[config.mk]
export PLATFORM = sky130hd
export DESIGN_NAME = execute_muldiv_cycle
export DESIGN_NICKNAME = d
export VERILOG_FILES = /design/src/rtl/execute_muldiv_cycle.sv
export SDC_FILE = /design/constraint.sdc
export NUM_CORES = 1
export LEC_CHECK = 0
export ABC_CLOCK_PERIOD_IN_PS = 16700
export BUFFER_PORTS_ARGS = -buffer_cell sky130_fd_sc_hd__buf_2
export CAP_MARGIN = 20
export CORE_MARGIN = 5
export CORE_UTILIZATION = 55
export DETAILED_ROUTE_END_ITERATION = 16
export PLACE_DENSITY = 0.74
export SLEW_MARGIN = 0
export SYNTH_ARGS = -nofsm -noshare
export SYNTH_HDL_FRONTEND = slang
export SYNTH_SLANG_ARGS = --single-unit
[constraint.sdc]
create_clock -name clk -period 16.7 [get_ports clk]
set_clock_uncertainty 0.15 [all_clocks]
set_input_delay 0.835 -clock clk [delete_from_list [all_inputs] [get_ports clk]]
set_output_delay 0.835 -clock clk [all_outputs]
set_load 0.005 [all_outputs]
[src/rtl/execute_muldiv_cycle.sv]
// Iterative RV32M multiply/divide unit: 32-cycle shift-add multiply and restoring divide,
// with divide-by-zero and signed overflow resolved in one cycle.
module execute_muldiv_cycle #(
    parameter int XLEN = 32
) (
    input  logic            clk,
    input  logic            rst,
    input  logic            StartE,
    input  logic [2:0]      Funct3E,
    input  logic [XLEN-1:0] SrcAE,
    input  logic [XLEN-1:0] SrcBE,
    input  logic [4:0]      RDE,
    input  logic [2:0]      RegWriteE,
    input  logic            FlushE,
    output logic            StallE,
    output logic [XLEN-1:0] ResultM,
    output logic [4:0]      RDM,
    output logic [2:0]      RegWriteM,
    output logic            ValidM
);

    localparam logic [1:0] S_IDLE = 2'd0;
    localparam logic [1:0] S_CALC = 2'd1;
    localparam logic [1:0] S_DONE = 2'd2;

    logic [1:0]  state_q, state_d;
    logic [4:0]  cnt_q, cnt_d;
    logic [2:0]  f3_q, f3_d;
    logic [4:0]  rd_q, rd_d;
    logic [2:0]  rw_q, rw_d;
    logic [31:0] mag_a_q, mag_a_d;
    logic [31:0] mag_b_q, mag_b_d;
    logic        neg_q, neg_d;
    logic        sa_q, sa_d;
    logic [63:0] acc_q, acc_d;
    logic [31:0] result_q, result_d;
    logic [4:0]  rdm_q, rdm_d;
    logic [2:0]  rwm_q, rwm_d;
    logic        valid_q, valid_d;

    // Operand decode on the incoming op
    logic        a_signed, b_signed, in_sa, in_sb;
    logic [31:0] in_mag_a, in_mag_b;
    logic        div_zero, div_ovf, special;
    logic [31:0] spec_res;

    always_comb begin
        a_signed = Funct3E[2] ? ~Funct3E[0] : (Funct3E[1:0] != 2'b11);
        b_signed = Funct3E[2] ? ~Funct3E[0] : ~Funct3E[1];
        in_sa    = a_signed & SrcAE[31];
        in_sb    = b_signed & SrcBE[31];
        in_mag_a = in_sa ? (32'd0 - SrcAE) : SrcAE;
        in_mag_b = in_sb ? (32'd0 - SrcBE) : SrcBE;
        div_zero = Funct3E[2] & (SrcBE == 32'd0);
        div_ovf  = Funct3E[2] & ~Funct3E[0] & (SrcAE == 32'h8000_0000) & (SrcBE == 32'hFFFF_FFFF);
        special  = div_zero | div_ovf;
        if (div_zero)
            spec_res = Funct3E[1] ? SrcAE : 32'hFFFF_FFFF;
        else
            spec_res = Funct3E[1] ? 32'd0 : 32'h8000_0000;
    end

    // One iteration of the datapath; acc holds {hi, lo} for both algorithms
    logic [32:0] mul_sum;
    logic [63:0] mul_nxt;
    logic [32:0] div_tmp;
    logic        div_ok;
    logic [31:0] div_diff;
    logic [63:0] div_nxt;
    logic [63:0] acc_nxt;
    logic [63:0] prod_s;
    logic [31:0] quo_s, rem_s, mul_res, div_res, final_res;

    always_comb begin
        mul_sum  = {1'b0, acc_q[63:32]} + (acc_q[0] ? {1'b0, mag_a_q} : 33'd0);
        mul_nxt  = {mul_sum, acc_q[31:1]};
        div_tmp  = {acc_q[63:32], acc_q[31]};
        div_ok   = (div_tmp >= {1'b0, mag_b_q});
        div_diff = div_tmp[31:0] - mag_b_q;
        div_nxt  = {(div_ok ? div_diff : div_tmp[31:0]), acc_q[30:0], div_ok};
        acc_nxt  = f3_q[2] ? div_nxt : mul_nxt;

        prod_s    = neg_q ? (64'd0 - acc_nxt) : acc_nxt;
        mul_res   = (f3_q[1:0] == 2'b00) ? prod_s[31:0] : prod_s[63:32];
        quo_s     = neg_q ? (32'd0 - acc_nxt[31:0]) : acc_nxt[31:0];
        rem_s     = sa_q ? (32'd0 - acc_nxt[63:32]) : acc_nxt[63:32];
        div_res   = f3_q[1] ? rem_s : quo_s;
        final_res = f3_q[2] ? div_res : mul_res;
    end

    always_comb begin
        state_d  = state_q;
        cnt_d    = cnt_q;
        f3_d     = f3_q;
        rd_d     = rd_q;
        rw_d     = rw_q;
        mag_a_d  = mag_a_q;
        mag_b_d  = mag_b_q;
        neg_d    = neg_q;
        sa_d     = sa_q;
        acc_d    = acc_q;
        result_d = result_q;
        rdm_d    = rdm_q;
        rwm_d    = 3'b000;
        valid_d  = 1'b0;
        if (FlushE) begin
            state_d = S_IDLE;
            cnt_d   = 5'd0;
        end else begin
            case (state_q)
                S_IDLE, S_DONE: begin
                    if (StartE) begin
                        f3_d    = Funct3E;
                        rd_d    = RDE;
                        rw_d    = RegWriteE;
                        mag_a_d = in_mag_a;
                        mag_b_d = in_mag_b;
                        neg_d   = in_sa ^ in_sb;
                        sa_d    = in_sa;
                        if (special) begin
                            state_d  = S_DONE;
                            result_d = spec_res;
                            rdm_d    = RDE;
                            rwm_d    = RegWriteE;
                            valid_d  = 1'b1;
                        end else begin
                            state_d = S_CALC;
                            cnt_d   = 5'd0;
                            acc_d   = Funct3E[2] ? {32'd0, in_mag_a} : {32'd0, in_mag_b};
                        end
                    end else begin
                        state_d = S_IDLE;
                    end
                end
                S_CALC: begin
                    acc_d = acc_nxt;
                    cnt_d = cnt_q + 5'd1;
                    if (cnt_q == 5'd31) begin
                        state_d  = S_DONE;
                        result_d = final_res;
                        rdm_d    = rd_q;
                        rwm_d    = rw_q;
                        valid_d  = 1'b1;
                        cnt_d    = 5'd0;
                    end
                end
                default: state_d = S_IDLE;
            endcase
        end
    end

    always_ff @(posedge clk or posedge rst) begin
        if (rst) begin
            state_q  <= S_IDLE;
            cnt_q    <= 5'd0;
            f3_q     <= 3'd0;
            rd_q     <= 5'd0;
            rw_q     <= 3'd0;
            mag_a_q  <= 32'd0;
            mag_b_q  <= 32'd0;
            neg_q    <= 1'b0;
            sa_q     <= 1'b0;
            acc_q    <= 64'd0;
            result_q <= 32'd0;
            rdm_q    <= 5'd0;
            rwm_q    <= 3'd0;
            valid_q  <= 1'b0;
        end else begin
            state_q  <= state_d;
            cnt_q    <= cnt_d;
            f3_q     <= f3_d;
            rd_q     <= rd_d;
            rw_q     <= rw_d;
            mag_a_q  <= mag_a_d;
            mag_b_q  <= mag_b_d;
            neg_q    <= neg_d;
            sa_q     <= sa_d;
            acc_q    <= acc_d;
            result_q <= result_d;
            rdm_q    <= rdm_d;
            rwm_q    <= rwm_d;
            valid_q  <= valid_d;
        end
    end

    // Drops in the final CALC cycle so upstream advances on the capture edge
    assign StallE = ~FlushE &
                    ((StartE & ((state_q == S_IDLE) | (state_q == S_DONE)) & ~special) |
                     ((state_q == S_CALC) & (cnt_q != 5'd31)));

    assign ResultM   = result_q;
    assign RDM       = rdm_q;
    assign RegWriteM = rwm_q;
    assign ValidM    = valid_q;

endmodule

Word level (Yosys, flattened, before mapping)
Cells that the tools add are included.
{ "totals": {"reg_bits": 189, "inputBits": 79, "out_inout_bits": 42, "wordCells": 113} }
{ "classes": {"addsub": 8, "n_lt_le_gt_ge": 1, "n_eq_ne": 14, "mux": 48, "n_bitwise": 18, "reduce_logical": 10} }
{ "op_table": {"columns": ["cell", "count"], "rows": [
  ["2-to-1 mux 32 bit", 16],
  ["2-to-1 mux 64 bit", 4],
  ["case mux 64 bit (2 select lines)", 1],
  ["subtractor 1 x 32 -> 32 bit, first input constant", 4],
  ["equality test 32 bit, second input constant", 2],
  ["case mux 32 bit (2 select lines)", 1],
  ["subtractor 1 x 64 -> 64 bit, first input constant", 1],
  ["2-to-1 mux 5 bit", 7],
  ["adder 32 x 32 -> 33 bit", 1],
  [">= comparator 33 x 32 -> 1 bit", 1],
  ["zero test 32 bit", 1],
  ["subtractor 32 bit", 1],
  ["case mux 5 bit (2 select lines)", 2],
  ["2-to-1 mux 3 bit", 4],
  ["bitwise AND 1 bit", 10],
  ["inequality test 2 bit, second input constant", 5],
  ["inequality test 3 bit, second input constant", 3],
  ["2-to-1 mux 2 bit", 4],
  ["2-to-1 mux 1 bit", 6],
  ["case mux 3 bit (2 select lines)", 1],
  ["AND reduction 3 bit", 2],
  ["adder 5 x 1 -> 5 bit, second input constant", 1],
  ["equality test 5 bit, second input constant", 1],
  ["inequality test 5 bit, second input constant", 1],
  ["other kinds (13)", 19]
]} }

Longest topological paths before layout
Gate-level depths: netlist of run 1.
{ "depth": {"word_depth": 9, "mapped_depth": 28} }

Least setup slack after synthesis of run 1
Ideal clock, no wire load.
{ "synth_path": {"kind": "register -> register", "from": "register f3_q[2]", "to": "register result_q[16] (netlist: ResultM[16])", "setup_ps": 126, "arrival_time_ps": 5161, "setup_slack_ps": 11263, "path_stages_with_launch": 24, "n_path_buf": 10, "period_less_slack_ps": 5437, "cell_sequence": "dfrtp_1 buf_2 buf_2 buf_2 buf_2 buf_2 buf_1 buf_1 clkbuf_1 buf_1 o21ai_0 inv_1 ha_1 nor2b_1 nand4_1 o32ai_1 o22a_1 nand3b_1 nand2b_1 clkbuf_1 o31ai_1 xnor2_1 a21oi_1 o32a_1"} }
{ "synth_between": {"elab_chain_cells": 7, "word_cells_on_any_way": 12, "cone_classes": "add/sub: 3; mux: 9"} }
{ "synth_rtl": {"columns": ["element", "line_no", "source"], "rows": [
  ["start, declared", "28", "logic [2:0] f3_q, f3_d;"],
  ["start signal, assigned", "156", "f3_q <= 3'd0;"],
  ["start signal, assigned", "171", "f3_q <= f3_d;"],
  ["2-to-1 mux 64 bit", "81", "acc_nxt = f3_q[2] ? div_nxt : mul_nxt;"],
  ["subtractor 1 x 64 -> 64 bit, or another cell as far along", "83", "prod_s = neg_q ? (64'd0 - acc_nxt) : acc_nxt;"],
  ["2-to-1 mux 64 bit, or another cell as far along", "83", null],
  ["2-to-1 mux 32 bit (on tied branches)", "84, 87", null],
  ["2-to-1 mux 32 bit (*)", "88", "final_res = f3_q[2] ? div_res : mul_res;"],
  ["2-to-1 mux 32 bit (*)", "138", "if (cnt_q == 5'd31) begin"],
  ["case mux 32 bit (2 select lines) (*)", "110", "case (state_q)"],
  ["end signal, assigned", "179", "result_q <= result_d;"],
  ["end, declared", "36", "logic [31:0] result_q, result_d;"]
]} }
Mark *: on every way between the ends. The rest lies on a longest branch, timed or not. The select of a mux whose other input is x is not followed.
A chain may end at the register's enable or synchronous reset.

Final worst setup path of run 1
{ "layout_path": {"from": "register acc_q[57]", "to": "register result_q[16] (netlist: ResultM[16])"} }
{ "layout_between": {"elab_chain_cells": 9, "word_cells_on_any_way": 14, "cone_classes": "add/sub: 3; order compare: 1; mux: 10"} }
{ "layout_rtl": {"columns": ["element", "line_no", "source"], "rows": [
  ["start, declared", "35", "logic [63:0] acc_q, acc_d;"],
  ["start signal, assigned", "163", "acc_q <= 64'd0;"],
  ["start signal, assigned", "178", "acc_q <= acc_d;"],
  [">= comparator 33 x 32 -> 1 bit (*)", "78", "div_ok = (div_tmp >= {1'b0, mag_b_q});"],
  ["2-to-1 mux 32 bit", "80", "div_nxt = {(div_ok ? div_diff : div_tmp[31:0]), acc_q[30:0], div_ok};"],
  ["2-to-1 mux 64 bit (*)", "81", null],
  ["subtractor 1 x 64 -> 64 bit / subtractor 1 x 32 -> 32 bit (equally long branches)", "83, 86", null],
  ["2-to-1 mux 64 bit / 2-to-1 mux 32 bit (equally long branches)", "83, 86", null],
  ["2-to-1 mux 32 bit (on tied branches)", "84, 87", null],
  ["2-to-1 mux 32 bit (*)", "88", null],
  ["2-to-1 mux 32 bit (*)", "138", null],
  ["case mux 32 bit (2 select lines) (*)", "110", null]
]} }
Marks and branches as above.

==> summary.md, run 1 <==
| Metric | Value |
|---|---|
| Outcome | complete, no violations |
| Area grow syn2layout | 7.881% |
| Antenna Cells | 0 |
| Data arrival, critical path | 6.49 ns |
| R2r worst-path depth | 21 |
| Hold path start | mag_a_q[3] |
| Reg2reg setup slack | 10.41 ns |
| Max transition margin | around 18% |
| VDD IR-drop max | 94.43 uV |
| Period utilisation layout | 37.65% |
| First-pass GRT wire length | about 110 mm |
| Synthesized flop and latch total | between 150 and 200 |
| Die Span Y | between 150 and 200 um |
| Vias in the first global route | 17,870 |
| Final setup viols | 0 |
| CP peak stage delay | roughly 0.59 ns |
| GP Congestion | about 1.1 |
| I/O Buffers | 120 |
| Hold Path Sink | mag_a_q[3] |
| Root Buffer | clkbuf_16 |
| Synth warn | 0 |
| CTS Buffer Depth | 2 |
| DP Cell Count | around 2,800 |
| Worst path slowest cell | o221ai_2 |
| RSZ-0062 raised after global routing | false |
| Crit path time final | 6.287 ns |
| Core area | approximately 32,000 um^2 |
| Area after DPL | 18,810 um^2 |
| CP Class | reg2reg |
| Highest clock rate | 0.1591 GHz |
| Total GRT Usage | roughly 40% |
| Post-synth EDFFs | 0 |
| Ports | ~120 |
| Largest net degree at the start of global routing | 117 |
| Net count after synthesis | between 2,000 and 3,000 |
| Routed Antenna Nets | 0 |
| Compound-Gate Fraction of Synth Area | between 20% and 30% |
| Fin Setup TNS | 0 ns |
| Post-synthesis sequential area ratio | a little over a quarter |
| Power density cells | ~160 nW/um^2 |
| Fin. max-slew vios | 0 |
| Detail-routed via count per cell | between 6 and 7 |
| Cell area after layout | roughly 19,000 um^2 |
| Post-synth top flop | dfrtp_1 |
| Final count of hold timing violations | 0 |
| Layout Cells excl Fill | between 2,000 and 3,000 |
| FILL cells | 3,071 |
| Cells after synthesis | about 2,400 |
| CTS Buf Count | 17 |
| Worst setup SP type | register |
| Layout cells sized above 1 | around a tenth |
| Critical Path Sink Type | register |
| Post-Synth Adder-Cell Area | approximately 5.2% |
| Antenna violations before repair | 8 |
| Syn avg cell area | 7.521 um^2 |
| Crit-path max FO | 11 |
| XOR/XNOR Fraction of Synth Area | roughly 8% |
| Main combinational cell family by area after synthesis | compound AO/OA/AOI/OAI gates |
| Pre-antenna DRT Iters | 6 |
| R2R Path End | ResultM[16] |
| First-iteration detailed-routing DRC count | between 2,000 and 3,000 |
| Starting density of the core | 55.52% |
| Ys async rst share | between 90% and 100% |
| MaxCap Viol Count | 0 |
| Tightest Pin Transition | 1.217 ns |
| Latest clock arrival within the worst-skew pair | approximately 0.47 ns |
| Clock transition at the registers of the reported paths | approximately 0.08 ns |
| CTS H-tree lvls | 4 |
| DIE AREA | between 30,000 and 40,000 um^2 |
| Worst setup margin | 10.41 ns |
| Pre-CTS worst setup slack | 10.62 ns |
| CTS tree | yes |
| Footprint of the multi-input gates | around 12,000 um^2 |
| Cts repair resizes | 0 |
| DR WL/cell | about 26 um |
| Worst reg2reg path startpoint | acc_q[57] |
| Simple-gate area share of the yosys netlist | approximately 23% |
| LEAKAGE | around 8.4 nW |
| Worst hold path cell count | 2 |
| Unique masters post-synth | 99 |
| Total number of vias | ~20,000 |
| DRC Markers | 0 |
| Post-synthesis mux area share | around 4.7% |
| Post-detail-place hpwl | 58.03 mm |
| Final core utilization | around 60% |
| Postcts setup bufs | 0 |
| Hold_buf cts | 0 |
| Core Rows | between 60 and 70 |
| Layout Nets | between 2,000 and 3,000 |
| Clock Sinks | roughly 190 |
| Total grt overflow | 0 |
| Worst min-delay path category | reg2reg |
| Final WL | 75.15 mm |
| Cell Area, Synth | about 18,000 um^2 |
| Die width | around 190 um |
| Sequential Area | approximately 4700 um^2 |
| Crit path required time | 16.90 ns |
| CP cell instances | ha_1, nand4_2, nor4_2, nand2_1, o221ai_2, nor2_2, mux2_2, nand2_1, o21ai_0, inv_1, ha_1, nor2b_1, nand4_1, o32ai_1, o22a_1, nand3b_1, nand2b_1, o31ai_1, xnor2_1, a21oi_1, o32a_1 |
[metrics by stage]
| stage | hold slack [ns] | power, mW |
|---|---|---|
| after floorplan | 0.2876 | 1.936 |
| after global placement | 0.3057 | 2.480 |
| after detailed placement | 0.3117 | 2.504 |
| after CTS | 0.3294 | 2.937 |
| after global routing | 0.3416 | 3.160 |
| final | 0.3277 | 3.017 |
[cells by family after synthesis]
family,after synthesis
and+or+nand+nor,874
AOI/OAI and AO/OA,791
buffers and inverters,223
DFF,189
xor gates and xnor gates,162
muxes,84
adders and majority gates,73
[power breakdown]
part | internal, mW | switching (mW)
Sequential | 0.540 | 0.108
Combinational | 0.648 | 1.29
Clock | 0.202 | 0.226
Total | 1.39 | 1.63
[layout make-up]
type	instances	area share, %
inverters	75	1.487
clock inverters	15	0.8367
clock buffers	17	2.188
repair buffers	148	4.312
well taps	442	2.845
multi-input cells	1984	63.98
flip-flops and latches	189	24.35
[Yosys cell counts, types with 11 or more instances]
| cell | n | share of area (%) |
|---|---|---|
| a21o_1 | 25 | 1.0 |
| a31oi_1 | 36 | 1.2 |
| or3_1 | 32 | 1.1 |
| and3_1 | 13 | 0.45 |
| a22o_1 | 18 | 0.87 |
| a21oi_1 | 169 | 4.7 |
| nor4_1 | 15 | 0.52 |
| nand3_1 | 44 | 1.2 |
| and2_1 | 48 | 1.7 |
| nor3_1 | 48 | 1.3 |
| a211oi_1 | 23 | 0.96 |
| buf_1 | 14 | 0.29 |
| buf_2 | 20 | 0.56 |
| nor2_1 | 183 | 3.8 |
| nor2b_1 | 21 | 0.73 |
| nand4_1 | 36 | 1.2 |
| o21a_1 | 24 | 1.0 |
| o221ai_1 | 15 | 0.73 |
| a211o_1 | 11 | 0.53 |
| xor2_1 | 80 | 3.9 |
| nand2_1 | 345 | 7.2 |
| o211ai_1 | 41 | 1.7 |
| o21ai_1 | 11 | 0.31 |
| dfrtp_1 | 189 | 26 |
| ha_1 | 71 | 4.9 |
| xnor2_1 | 82 | 4.0 |
| clkbuf_1 | 109 | 2.3 |
| o21ai_0 | 272 | 7.6 |
| inv_1 | 75 | 1.6 |
| mux2i_1 | 77 | 4.3 |
| nand2b_1 | 28 | 0.97 |
| o31ai_1 | 30 | 1.2 |
[worst max path at each step]
stage	startpoint	to	slack (ns)	cells after the start
final	acc_q[57]	ResultM[16]	10.41	21
after global placement	acc_q[57]	ResultM[16]	10.63	21
after floorplan	rst	RDM[0]	10.57	1
after CTS	acc_q[57]	ResultM[16]	10.58	21
after detailed placement	acc_q[57]	ResultM[16]	10.62	21
after global routing	acc_q[57]	ResultM[16]	10.11	21
[state kept, by name (all words and copies together), names as in the netlist, 2 cells and up]
| register | count |
|---|---|
| rd_q | 5 |
| mag_a_q | 32 |
| mag_b_q | 32 |
| acc_q | 64 |
| f3_q | 3 |
| RDM | 5 |
| ResultM | 32 |
| RegWriteM | 3 |
| cnt_q | 5 |
| rw_q | 3 |
| state_q | 2 |
[critical path: cells and delay by family (launching register included)]
kind	cells	cell delay [ns]
compound gates	7	2.17
xor+xnor	1	0.17
fa+ha+maj	2	0.87
buf+inv	1	0.18
flops	1	0.43
mux	1	0.29
simple gates	9	1.91
[cells in the final DEF (no fill, tap or decap), drive strengths merged, types with 8 or more instances in the layout]
master    n
nand2   346
o21ai   283
dfrtp   189
nor2    186
a21oi   172
buf     148
inv      85
xnor2    82
xor2     80
mux2i    77
ha       71
and2     48
nor3     48
nand3    45
o211ai   41
nand4    39
a31oi    36
or3      32
o31ai    30
nand2b   28
a21o     26
o21a     24
a211oi   23
nor2b    21
a22o     18
clkbuf   17
o221ai   17
nor4     17
and3     14
a211o    11
or2      10
o22ai     9
o41ai     8
or4       8
[routing by layer]
layer  GRT usage (%)  share of wire [%]  vias to the layer above
met5               0               0.12                        -
met1           53.05                 38                     9128
met2           59.16                 42                     1377
met3           15.01                 14                      271
met4           18.54                5.9                       14
li1                -                  -                     8717
Note: power is estimated with default switching activity, not from simulation.
==> inputs of run 2 (changes only) <==
Settings changed: ABC_CLOCK_PERIOD_IN_PS 16700 to 5200, PLACE_DENSITY 0.74 to 0.76.
Clock period 16.7 ns to 5.2 ns, I/O delays scaled along.
==> summary.md, run 2 (same netlist as run 1, synthesis figures left out) <==
| Metric | Value |
|---|---|
| Antenna violations before repair | 15 (+7) |
| Highest clock rate | 0.1969 GHz (+24%) |
| Final count of hold timing violations | 0 (unchanged) |
| CP cell instances | inv_1, ha_1, inv_1, fa_1, a211o_1, a21o_1, and2_1, nor2_1, xor2_1, o21ai_0, a221o_2, or4_4, or3b_4, buf_4, o31ai_1, xor2_1, a21oi_1, a21oi_1 |
| First-iteration detailed-routing DRC count | 3,209 (+12%) |
| Die Span Y | 191.0 um (unchanged) |
| Die width | 191.0 um (unchanged) |
| Biggest register | acc_q |
| VDD IR-drop max | 331.1 uV (+250%) |
| CTS Buffer Depth | 2 (unchanged) |
| Worst setup SP type | register |
| First-pass GRT wire length | 118.6 mm (+5.8%) |
| Fin Setup TNS | 0 ns (unchanged) |
| Outcome | complete, no violations |
| Layout Nets | 2,707 (+5.5%) |
| Ports | 121 (unchanged) |
| Crit path required time | 5.44 ns (-11.46 ns) |
| Power density cells | 511.8 nW/um^2 (+230%) |
| Routed Antenna Nets | 0 (unchanged) |
| Post-detail-place hpwl | 62.81 mm (+8.2%) |
| Power, Total | 10.58 mW (+250%) |
| Most frequent cells in the layout | nand2_1, o21ai_0, dfrtp_1 |
| MaxCap Viol Count | 0 (unchanged) |
| Core Rows | 66 (unchanged) |
| Data arrival, critical path | 5.32 ns (-1.17 ns) |
| Core area | 32,450 um^2 (unchanged) |
| DIE AREA | 36,480 um^2 (unchanged) |
| Most common cell after layout, fill and taps aside | nand2_1 |
| Worst min-delay path category | in2reg |
| CTS H-tree lvls | 4 (unchanged) |
| Root Buffer | clkbuf_16 |
| Largest register FFs | 64 (unchanged) |
| Final core utilization | 63.71% (+3.8 points) |
| CTS Buf Count | 17 (unchanged) |
| Crit path time final | 5.079 ns (-1.208 ns) |
| CTS tree | yes |
| Period utilisation layout | 97.67% (+60 points) |
| CP peak stage delay | 0.51 ns (-0.08 ns) |
| DR WL/cell | 26.75 um (+2.2%) |
| Worst path slowest cell | or4_4 |
| LEAKAGE | 9.101 nW (+8.3%) |
| Vias in the first global route | 18,949 (+6.0%) |
| Clock transition at the registers of the reported paths | 0.08 ns (about the same) |
| Detail-routed via count per cell | 6.824 (+0.40%) |
| Latest clock arrival within the worst-skew pair | 0.48 ns (about the same) |
| Tightest Pin Transition | 1.207 ns (-0.009916 ns) |
| Bufs and invs on worst path | 3 (+2) |
| GP Congestion | 1.044 (-3.0%) |
| Total GRT Usage | 43.21% (+2.8 points) |
| Top delay family on crit path | compound AO/OA/AOI/OAI gates |
| Fin. max-slew vios | 0 (unchanged) |
| Starting density of the core | 55.52% (unchanged) |
| Layout cells sized above 1 | 15.07% (+5.1 points) |
| Final WL | 80.65 mm (+7.3%) |
| Clock Sinks | 189 (unchanged) |
| Reg2reg setup slack | 0.12 ns (-10.29 ns) |
| Area grow syn2layout | 14.75% |
| Hold Slack | 0.02728 ns (-0.3005 ns) |
| Max transition margin | 19.54% (+1.2 points) |
| DRC Markers | 0 (unchanged) |
| Total grt overflow | 0 (unchanged) |
| Final setup viols | 0 (unchanged) |
| CP Class | reg2reg |
| Critical Path Sink Type | register |
| Crit-path max FO | 5 (-6) |
| Total number of vias | 20,574 (+5.5%) |
| I/O Buffers | 120 (unchanged) |
| Largest net degree at the start of global routing | 120 (+2.6%) |
| Pre-antenna DRT Iters | 6 (unchanged) |
[run 2: where the power goes]
part	switching, mW	leakage [nW]	internal [mW]
Sequential	0.314	2.42	1.74
Combinational	4.47	6.38	2.59
Clock	0.687	0.297	0.782
[run 2: worst paths after layout]
check | end | depth (start not counted) | from
setup reg to reg | ResultM[26] | 18 | acc_q[31]
setup / recovery | ResultM[26] | 18 | acc_q[31]
min in group asynchronous | f3_q[0] | 3 | rst
max in group asynchronous | acc_q[55] | 4 | rst
hold reg to reg | mag_a_q[31] | 2 | mag_a_q[31]
hold / removal | mag_b_q[8] | 3 | SrcBE[8]
[run 2: layout make-up]
type	instances	area [um^2]
Multi-Input combinational cell	1984	12530
Fill cell	2994	11780
Sequential cell	189	4736
Timing Repair Buffer	288	1939
Tap cell	442	553.0
Clock buffer	19	442.9
Inverter	75	285.3
Clock inverter	13	173.9
Antenna cell	5	12.51
[run 2: worst register-to-register path, cell delays in order, from the launching register on]
cell,delay [ns]
dfrtp_2,0.47
inv_1,0.12
ha_1,0.20
inv_1,0.06
fa_1,0.43
a211o_1,0.35
a21o_1,0.30
and2_1,0.19
nor2_1,0.12
xor2_1,0.23
o21ai_0,0.14
a221o_2,0.46
or4_4,0.51
or3b_4,0.39
buf_4,0.15
o31ai_1,0.28
xor2_1,0.19
a21oi_1,0.09
a21oi_1,0.18
[run 2: metrics by stage]
| stage | worst slack (ns) | cell area, um^2 | cells |
|---|---|---|---|
| after CTS | 0.05748 | 20530 | 3006 |
| after global routing | -0.006215 | 20660 | 3010 |
| after detailed placement | 0.09351 | 19780 | 2961 |
| final | 0.1214 | 20680 | 3015 |
| after floorplan | 0.02883 | 18030 | 2396 |
| after global placement | 0.1096 | 19770 | 2960 |
[run 2: routing by layer]
layer | up-vias | track usage (%) | share of wire [%]
met3 | 328 | 15.08 | 13
met4 | 18 | 25.58 | 7.6
li1 | 9015 | - | -
met1 | 9792 | 55.79 | 38
met2 | 1421 | 62.42 | 41
met5 | - | 0 | 0.16
[run 2: repair_timing]
item | in CTS | in global routing
endpoints found under the setup margin | 0 | 16
setup buffers | 0 | 4
endpoints found under the hold margin | 29 | 0
resized for setup | 0 | 29
hold buffers | 13 | 0
